### src/rtl/idu_pkg.sv
// Shared decode definitions for the instruction decode stage: opcodes,
// op classes, immediate formats and the WFI encoding.
package idu_pkg;

  localparam logic [6:0] OP_LUI    = 7'b0110111;
  localparam logic [6:0] OP_AUIPC  = 7'b0010111;
  localparam logic [6:0] OP_JAL    = 7'b1101111;
  localparam logic [6:0] OP_JALR   = 7'b1100111;
  localparam logic [6:0] OP_BRANCH = 7'b1100011;
  localparam logic [6:0] OP_LOAD   = 7'b0000011;
  localparam logic [6:0] OP_STORE  = 7'b0100011;
  localparam logic [6:0] OP_ALU_I  = 7'b0010011;
  localparam logic [6:0] OP_ALU_R  = 7'b0110011;
  localparam logic [6:0] OP_FENCE  = 7'b0001111;
  localparam logic [6:0] OP_SYSTEM = 7'b1110011;

  localparam logic [31:0] WFI_INS = 32'h10500073;

  typedef enum logic [3:0] {
    CLS_LUI     = 4'd0,
    CLS_AUIPC   = 4'd1,
    CLS_JAL     = 4'd2,
    CLS_JALR    = 4'd3,
    CLS_BRANCH  = 4'd4,
    CLS_LOAD    = 4'd5,
    CLS_STORE   = 4'd6,
    CLS_ALU_I   = 4'd7,
    CLS_ALU_R   = 4'd8,
    CLS_FENCE   = 4'd9,
    CLS_SYSTEM  = 4'd10,
    CLS_ILLEGAL = 4'd11
  } cls_e;

  typedef enum logic [2:0] {
    FMT_R,
    FMT_I,
    FMT_S,
    FMT_B,
    FMT_U,
    FMT_J
  } imm_fmt_e;

  typedef enum logic {
    ST_RUN,
    ST_SLEEP
  } state_e;

endpackage

### src/rtl/idu_dec.sv
// Combinational RV32I decoder: classifies one instruction word and extracts
// register indices and the format-specific sign-extended immediate.
module idu_dec
  import idu_pkg::*;
(
  input  logic [31:0] ins_i,
  output logic [3:0]  cls_o,
  output logic [2:0]  f3_o,
  output logic        f7b5_o,
  output logic [4:0]  rs1_o,
  output logic [4:0]  rs2_o,
  output logic [4:0]  rd_o,
  output logic [31:0] imm_o,
  output logic        ill_o
);

  logic [6:0] opc;
  logic [2:0] f3;
  logic [6:0] f7;
  cls_e       cls;
  imm_fmt_e   fmt;

  assign opc = ins_i[6:0];
  assign f3  = ins_i[14:12];
  assign f7  = ins_i[31:25];

  always_comb begin
    cls = CLS_ILLEGAL;
    fmt = FMT_R;
    unique case (opc)
      OP_LUI:    begin cls = CLS_LUI;    fmt = FMT_U; end
      OP_AUIPC:  begin cls = CLS_AUIPC;  fmt = FMT_U; end
      OP_JAL:    begin cls = CLS_JAL;    fmt = FMT_J; end
      OP_FENCE:  begin cls = CLS_FENCE;  fmt = FMT_I; end
      OP_SYSTEM: begin cls = CLS_SYSTEM; fmt = FMT_I; end
      OP_JALR: begin
        if (f3 == 3'b000) begin cls = CLS_JALR; fmt = FMT_I; end
      end
      OP_BRANCH: begin
        if (f3 != 3'b010 && f3 != 3'b011) begin cls = CLS_BRANCH; fmt = FMT_B; end
      end
      OP_LOAD: begin
        if (f3 != 3'b011 && f3 != 3'b110 && f3 != 3'b111) begin
          cls = CLS_LOAD;
          fmt = FMT_I;
        end
      end
      OP_STORE: begin
        if (f3 == 3'b000 || f3 == 3'b001 || f3 == 3'b010) begin
          cls = CLS_STORE;
          fmt = FMT_S;
        end
      end
      // Only the shift-right immediate may carry the 0x20 modifier (SRAI).
      OP_ALU_I: begin
        if (!(f3 == 3'b001 && f7 == 7'h20)) begin cls = CLS_ALU_I; fmt = FMT_I; end
      end
      OP_ALU_R: begin
        if (f7 == 7'h00 || (f7 == 7'h20 && (f3 == 3'b000 || f3 == 3'b101))) begin
          cls = CLS_ALU_R;
          fmt = FMT_R;
        end
      end
      default: ;
    endcase
    if (ins_i[1:0] != 2'b11) begin
      cls = CLS_ILLEGAL;
      fmt = FMT_R;
    end
  end

  always_comb begin
    imm_o = '0;
    unique case (fmt)
      FMT_I: imm_o = {{20{ins_i[31]}}, ins_i[31:20]};
      FMT_S: imm_o = {{20{ins_i[31]}}, ins_i[31:25], ins_i[11:7]};
      FMT_B: imm_o = {{19{ins_i[31]}}, ins_i[31], ins_i[7], ins_i[30:25], ins_i[11:8], 1'b0};
      FMT_U: imm_o = {ins_i[31:12], 12'b0};
      FMT_J: imm_o = {{11{ins_i[31]}}, ins_i[31], ins_i[19:12], ins_i[20], ins_i[30:21], 1'b0};
      default: imm_o = '0;
    endcase
  end

  assign cls_o  = cls;
  assign ill_o  = (cls == CLS_ILLEGAL);
  assign f3_o   = f3;
  assign f7b5_o = ins_i[30];
  assign rs1_o  = ins_i[19:15];
  assign rs2_o  = ins_i[24:20];
  assign rd_o   = ins_i[11:7];

endmodule

### src/rtl/idu.sv
// Decode stage: 2-entry skid FIFO between fetch and ALU, RV32I decode of the
// head entry, WFI sleep handshake and branch flush.
module idu
  import idu_pkg::*;
#(
  parameter int PC_W      = 32,
  parameter int BUF_DEPTH = 2
) (
  input  logic            clk,
  input  logic            rst,
  input  logic            ifu_idu_vld,
  input  logic [31:0]     ifu_idu_ins,
  input  logic [PC_W-1:0] ifu_idu_pc,
  output logic            idu_ifu_rdy,
  output logic            idu_ifu_wfi,
  input  logic            idu_wake,
  input  logic            alu_ifu_br_vld,
  output logic            idu_alu_vld,
  input  logic            idu_alu_rdy,
  output logic [3:0]      idu_alu_cls,
  output logic [2:0]      idu_alu_f3,
  output logic            idu_alu_f7b5,
  output logic [4:0]      idu_alu_rs1,
  output logic [4:0]      idu_alu_rs2,
  output logic [4:0]      idu_alu_rd,
  output logic [31:0]     idu_alu_imm,
  output logic [PC_W-1:0] idu_alu_pc,
  output logic            idu_alu_ill
);

  typedef struct packed {
    logic [31:0]     ins;
    logic [PC_W-1:0] pc;
  } ent_t;

  ent_t       ent0_q, ent0_d, ent1_q, ent1_d, beat;
  logic [1:0] cnt_q, cnt_d;
  state_e     st_q, st_d;
  logic       wfi_q, wfi_d;
  logic       acc, push, pop, wfi_acc;

  logic [3:0]  dec_cls;
  logic [2:0]  dec_f3;
  logic        dec_f7b5, dec_ill;
  logic [4:0]  dec_rs1, dec_rs2, dec_rd;
  logic [31:0] dec_imm;

  assign beat        = '{ins: ifu_idu_ins, pc: ifu_idu_pc};
  assign idu_ifu_rdy = (cnt_q != 2'(BUF_DEPTH)) && (st_q == ST_RUN);
  assign idu_ifu_wfi = wfi_q;
  assign idu_alu_vld = (cnt_q != 2'd0);

  assign acc     = ifu_idu_vld & idu_ifu_rdy & ~alu_ifu_br_vld;
  assign wfi_acc = acc & (ifu_idu_ins == WFI_INS);
  assign push    = acc & (ifu_idu_ins != WFI_INS);
  assign pop     = idu_alu_vld & idu_alu_rdy;

  // Entry 0 is always the head; a pop shifts entry 1 down.
  always_comb begin
    ent0_d = ent0_q;
    ent1_d = ent1_q;
    cnt_d  = cnt_q;
    if (alu_ifu_br_vld) begin
      cnt_d = '0;
    end else begin
      unique case ({push, pop})
        2'b10: begin
          if (cnt_q == 2'd0) ent0_d = beat;
          else               ent1_d = beat;
          cnt_d = cnt_q + 2'd1;
        end
        2'b01: begin
          ent0_d = ent1_q;
          cnt_d  = cnt_q - 2'd1;
        end
        2'b11: begin
          if (cnt_q == 2'd1) begin
            ent0_d = beat;
          end else begin
            ent0_d = ent1_q;
            ent1_d = beat;
          end
        end
        default: ;
      endcase
    end
  end

  always_comb begin
    st_d  = st_q;
    wfi_d = wfi_acc;
    unique case (st_q)
      ST_RUN:   if (wfi_acc && !idu_wake) st_d = ST_SLEEP;
      ST_SLEEP: if (idu_wake)             st_d = ST_RUN;
      default:  st_d = ST_RUN;
    endcase
  end

  always_ff @(posedge clk or posedge rst) begin
    if (rst) begin
      st_q  <= ST_RUN;
      wfi_q <= 1'b0;
    end else begin
      st_q  <= st_d;
      wfi_q <= wfi_d;
    end
  end

  always_ff @(posedge clk or posedge rst) begin
    if (rst) begin
      cnt_q  <= '0;
      ent0_q <= '0;
      ent1_q <= '0;
    end else begin
      cnt_q  <= cnt_d;
      ent0_q <= ent0_d;
      ent1_q <= ent1_d;
    end
  end

  idu_dec u_dec (
    .ins_i  (ent0_q.ins),
    .cls_o  (dec_cls),
    .f3_o   (dec_f3),
    .f7b5_o (dec_f7b5),
    .rs1_o  (dec_rs1),
    .rs2_o  (dec_rs2),
    .rd_o   (dec_rd),
    .imm_o  (dec_imm),
    .ill_o  (dec_ill)
  );

  always_comb begin
    idu_alu_cls  = '0;
    idu_alu_f3   = '0;
    idu_alu_f7b5 = 1'b0;
    idu_alu_rs1  = '0;
    idu_alu_rs2  = '0;
    idu_alu_rd   = '0;
    idu_alu_imm  = '0;
    idu_alu_pc   = '0;
    idu_alu_ill  = 1'b0;
    if (idu_alu_vld) begin
      idu_alu_cls  = dec_cls;
      idu_alu_f3   = dec_f3;
      idu_alu_f7b5 = dec_f7b5;
      idu_alu_rs1  = dec_rs1;
      idu_alu_rs2  = dec_rs2;
      idu_alu_rd   = dec_rd;
      idu_alu_imm  = dec_imm;
      idu_alu_pc   = ent0_q.pc;
      idu_alu_ill  = dec_ill;
    end
  end

endmodule

### config.mk
export PLATFORM = sky130hd
export DESIGN_NAME = idu
export DESIGN_NICKNAME = d
export VERILOG_FILES = /design/src/rtl/idu_pkg.sv /design/src/rtl/idu_dec.sv /design/src/rtl/idu.sv
export SDC_FILE = /design/constraint.sdc
export NUM_CORES = 1
export LEC_CHECK = 0
export CORE_UTILIZATION = 40
export CTS_CLUSTER_DIAMETER = 100
export DETAILED_ROUTE_END_ITERATION = 10
export PLACE_DENSITY_LB_ADDON = 0.3
export SLEW_MARGIN = 15
export SYNTH_ARGS = -nofsm -noshare
export SYNTH_HDL_FRONTEND = slang
export SYNTH_SLANG_ARGS = --single-unit
### constraint.sdc
create_clock -name clk -period 4.15 [get_ports clk]
set_clock_uncertainty 0.15 [all_clocks]
set_input_delay 0.83 -clock clk [delete_from_list [all_inputs] [get_ports clk]]
set_output_delay 0.83 -clock clk [all_outputs]
set_load 0.01 [all_outputs]
==> flow_summary_export.csv <==
group,metric,value,unit
worst_hold_path,worst_hold_path_type,"reg -> reg",
sta,rsz0062_at_grt,"no",
routing,first_pass_iters,6,
grt,grt_pass1_wl,29.14,mm
job,cap_violations,0,
finish,fillCellCount,1523,
run_status,status,"finished clean",
routing,via_count,5618,
yosys,synth_area_leader_cell,"dfrtp_1",
power,swShare,35.20,%
routing,drc,0,
clocking,cts_buffer_depth,2,
floorplan,die_w,135.6,um
power,pwr_density_cell,678.8,nW/um2
clocking,ctsHoldBuffers,0,
sta,relSlewSlack,64.47,%
clocking,clock-sinks,132,
floorplan,core,17360,um2
power,p_int,4.209,mW
yosys,synth-seq-cells,132,
sta,worst_slew_pin_slew,0.5330,ns
placement,placed_cells,1033,
yosys,async_reset_ff_share,100.0,%
yosys,syn_inst,683,
clocking,clock_latency,0.42,ns
critical_path,timing.rr.start,"cnt_q[0]",
critical_path,cp.arrival,3.00,ns
critical_path,start_kind,"flip-flop",
sta,finalSetupViolCount,0,
power,max-vdd-ir-drop,0.3515,mV
yosys,syn_area,7141,um2
grt,grt.total_usage,20.49,%
yosys,synth_area_leaders,"dfrtp_1 46%, mux2_4 8.4%, a21oi_1 6.6%, mux2i_1 5.6%, nor2_1 4.6%",
critical_path,cpPeakStageDelay,0.66,ns
yosys,synth_ff_type,"dfrtp_1",
critical_path,crit_buf_inv,1,
finish,area_growth,34.03,%
grt,antenna_found_initial,0,
critical_path,critPathLaunch,"ent0_q[34]",
yosys,synth.most_common_cell,"dfrtp_1",
yosys,synth-seq-area-share,46.26,%
power,p_switching,2.287,mW
sta,fmax,251.4,MHz
sta,fin_crit,3.978,ns
sta,slew_violations,0,
clocking,cts-buffers-inserted,17,
routing,first_iter_violations,318,
routing,routed_via_density,5.265,
placement,dpl.hpwl,12.15,mm
grt,grt_pass1_vias,5516,
routing,wire_per_inst,17.01,um
finish,regArea,3309,um2
placement,portBuffers,160,
grt,overflow,0,
placement,placed_area,8941,um2
floorplan,placementRows,48,
routing,routed_wl,18.15,mm
placement,gp_congestion,0.8873,
clocking,cts-root-buf,"clkbuf_16",
critical_path,path_class,"reg -> out",
sta,tns,0,ns
floorplan,io_pins,161,
sta,post-route-period-util,95.87,%
finish,fin_area,9570,um2
yosys,synth_enable_flop_cells,0,
critical_path,cp_max_fo,10,
yosys,yosys-top-cells-count,"132 x dfrtp_1, 94 x a21oi_1, 88 x nor2_1",
critical_path,crit_family,"simple AND/OR/NAND/NOR gates",
power,comb_power_share,39.3,%
finish,multiInputGateArea,3531,um2
critical_path,worstPathRequired,3.17,ns
finish,drive_above_1_share,14.49,%
floorplan,start_util,41.14,%
yosys,synth_cell_type_count,59,
clocking,cts_tree,"yes",
routing,ant_nets,0,
floorplan,die_h,135.6,um
critical_path,path_cells,"nand4bb_4 > or4_1 > a31oi_4 > and2_1 > clkdlybuf4s50_1",
grt,grt_max_degree,129,
finish,fin_cells,1067,
yosys,synth_top_area_share,46.26,%
yosys,synth_area_per_cell,10.45,um2
yosys,yosysWarningCount,0,
floorplan,dieArea,18390,um2
finish,layout.nets,902,
critical_path,crit_path_end_kind,"primary output",
sta,hold_viol_final,0,
yosys,synth_nets,756,
finish,n_antenna_cell,0,
sta,holdWs,0.3401,ns
power,seqPwrFrac,37.8,%
power,p_leak,3.849,nW
power,clockPowerShare,23.0,%
clocking,cts.clk_slew.worst_paths,0.06,ns
clocking,htree_levels,4,
worst_hold_path,min_from,"ent1_q[14]",
critical_path,slowest_stage,"or4_1",
stage by stage:
step                setup slack, ns  total power, mW  utilization, %
finish                       0.1716            6.496           55.14
global route                0.02355            6.918           55.14
CTS                        0.009360            6.522           54.87
detailed placement           0.4744            4.988           51.51
global placement             0.4784            4.932           51.51
floorplan                     1.325            4.036               -
repair_timing:
item                       in CTS  in global routing
gates resized for setup         0                 11
setup buffers                   0                  2
hold endpoints to repair        0                  0
setup endpoints to repair       0                 30
placed cells by master, fill, tap and decap left out, drive strengths merged, types with 3 or more instances in the layout:
cell type / n
nor2: 90
clkdlybuf4s50: 160
clkbuf: 18
nor3: 5
nor4: 7
a211oi: 3
o21ai: 7
and2: 8
o21a: 4
a31oi: 3
nand4: 3
clkinvlp: 4
nor4b: 3
nor2b: 51
a21oi: 94
nand3: 10
o22ai: 3
buf: 19
a221oi: 3
dfrtp: 132
nor4bb: 4
nand2: 34
inv: 11
ha: 3
nand2b: 3
clkinv: 5
a22oi: 24
mux2i: 40
mux2: 64
state kept, by name, summed over array words and instances, names as in the netlist:
| signal | cells |
|---|---|
| idu_ifu_wfi | 1 |
| ent1_q | 64 |
| st_q | 1 |
| ent0_q | 64 |
| cnt_q | 2 |
final timing paths:
kind,cells after the start,endpoint,slack [ns]
worst max-delay path,5,idu_alu_imm[5],0.17
worst min-delay path,1,ent1_q[14],0.34
worst max register to register,7,ent1_q[63],1.74
worst min register to register,1,ent1_q[14],0.34
max in group asynchronous,3,ent0_q[37],2.69
min in group asynchronous,3,ent0_q[21],0.71
power by group through the flow:
stage / registers, mW / clock network [mW] / logic, mW
2_1_floorplan: 2.20 / 0 / 1.83
3_3_place_gp: 2.44 / 0 / 2.50
3_5_place_dp: 2.44 / 0 / 2.55
4_1_cts: 2.44 / 1.53 / 2.56
5_1_grt: 2.54 / 1.59 / 2.79
6_report: 2.45 / 1.49 / 2.55
layer usage:
layer / share of wire [%] / up-vias / track usage, %
met5: 0 / - / 0
met4: 0.91 / 0 / 5.306
met3: 7.6 / 11 / 7.033
met2: 48 / 168 / 32.23
met1: 44 / 2746 / 26.79
li1: - / 2693 / -
cell families after synthesis:
kind of cell / count (synthesis) / synth area share, %
compound gates: 150 / 12.77
fa+ha+maj: 3 / 0.5257
xor+xnor: 3 / 0.3680
mux: 104 / 17.80
flops: 132 / 46.26
buf+inv: 60 / 5.099
simple gates: 231 / 17.17
final cells by class:
| class | count | share of cell area (%) |
|---|---|---|
| Multi-Input combinational cell | 491 | 36.89 |
| Sequential cell | 132 | 34.58 |
| Timing Repair Buffer | 179 | 19.14 |
| Clock buffer | 18 | 4.484 |
| Tap cell | 225 | 2.942 |
| Clock inverter | 14 | 1.608 |
| Inverter | 8 | 0.3530 |
(Power assumes the default switching activity.)
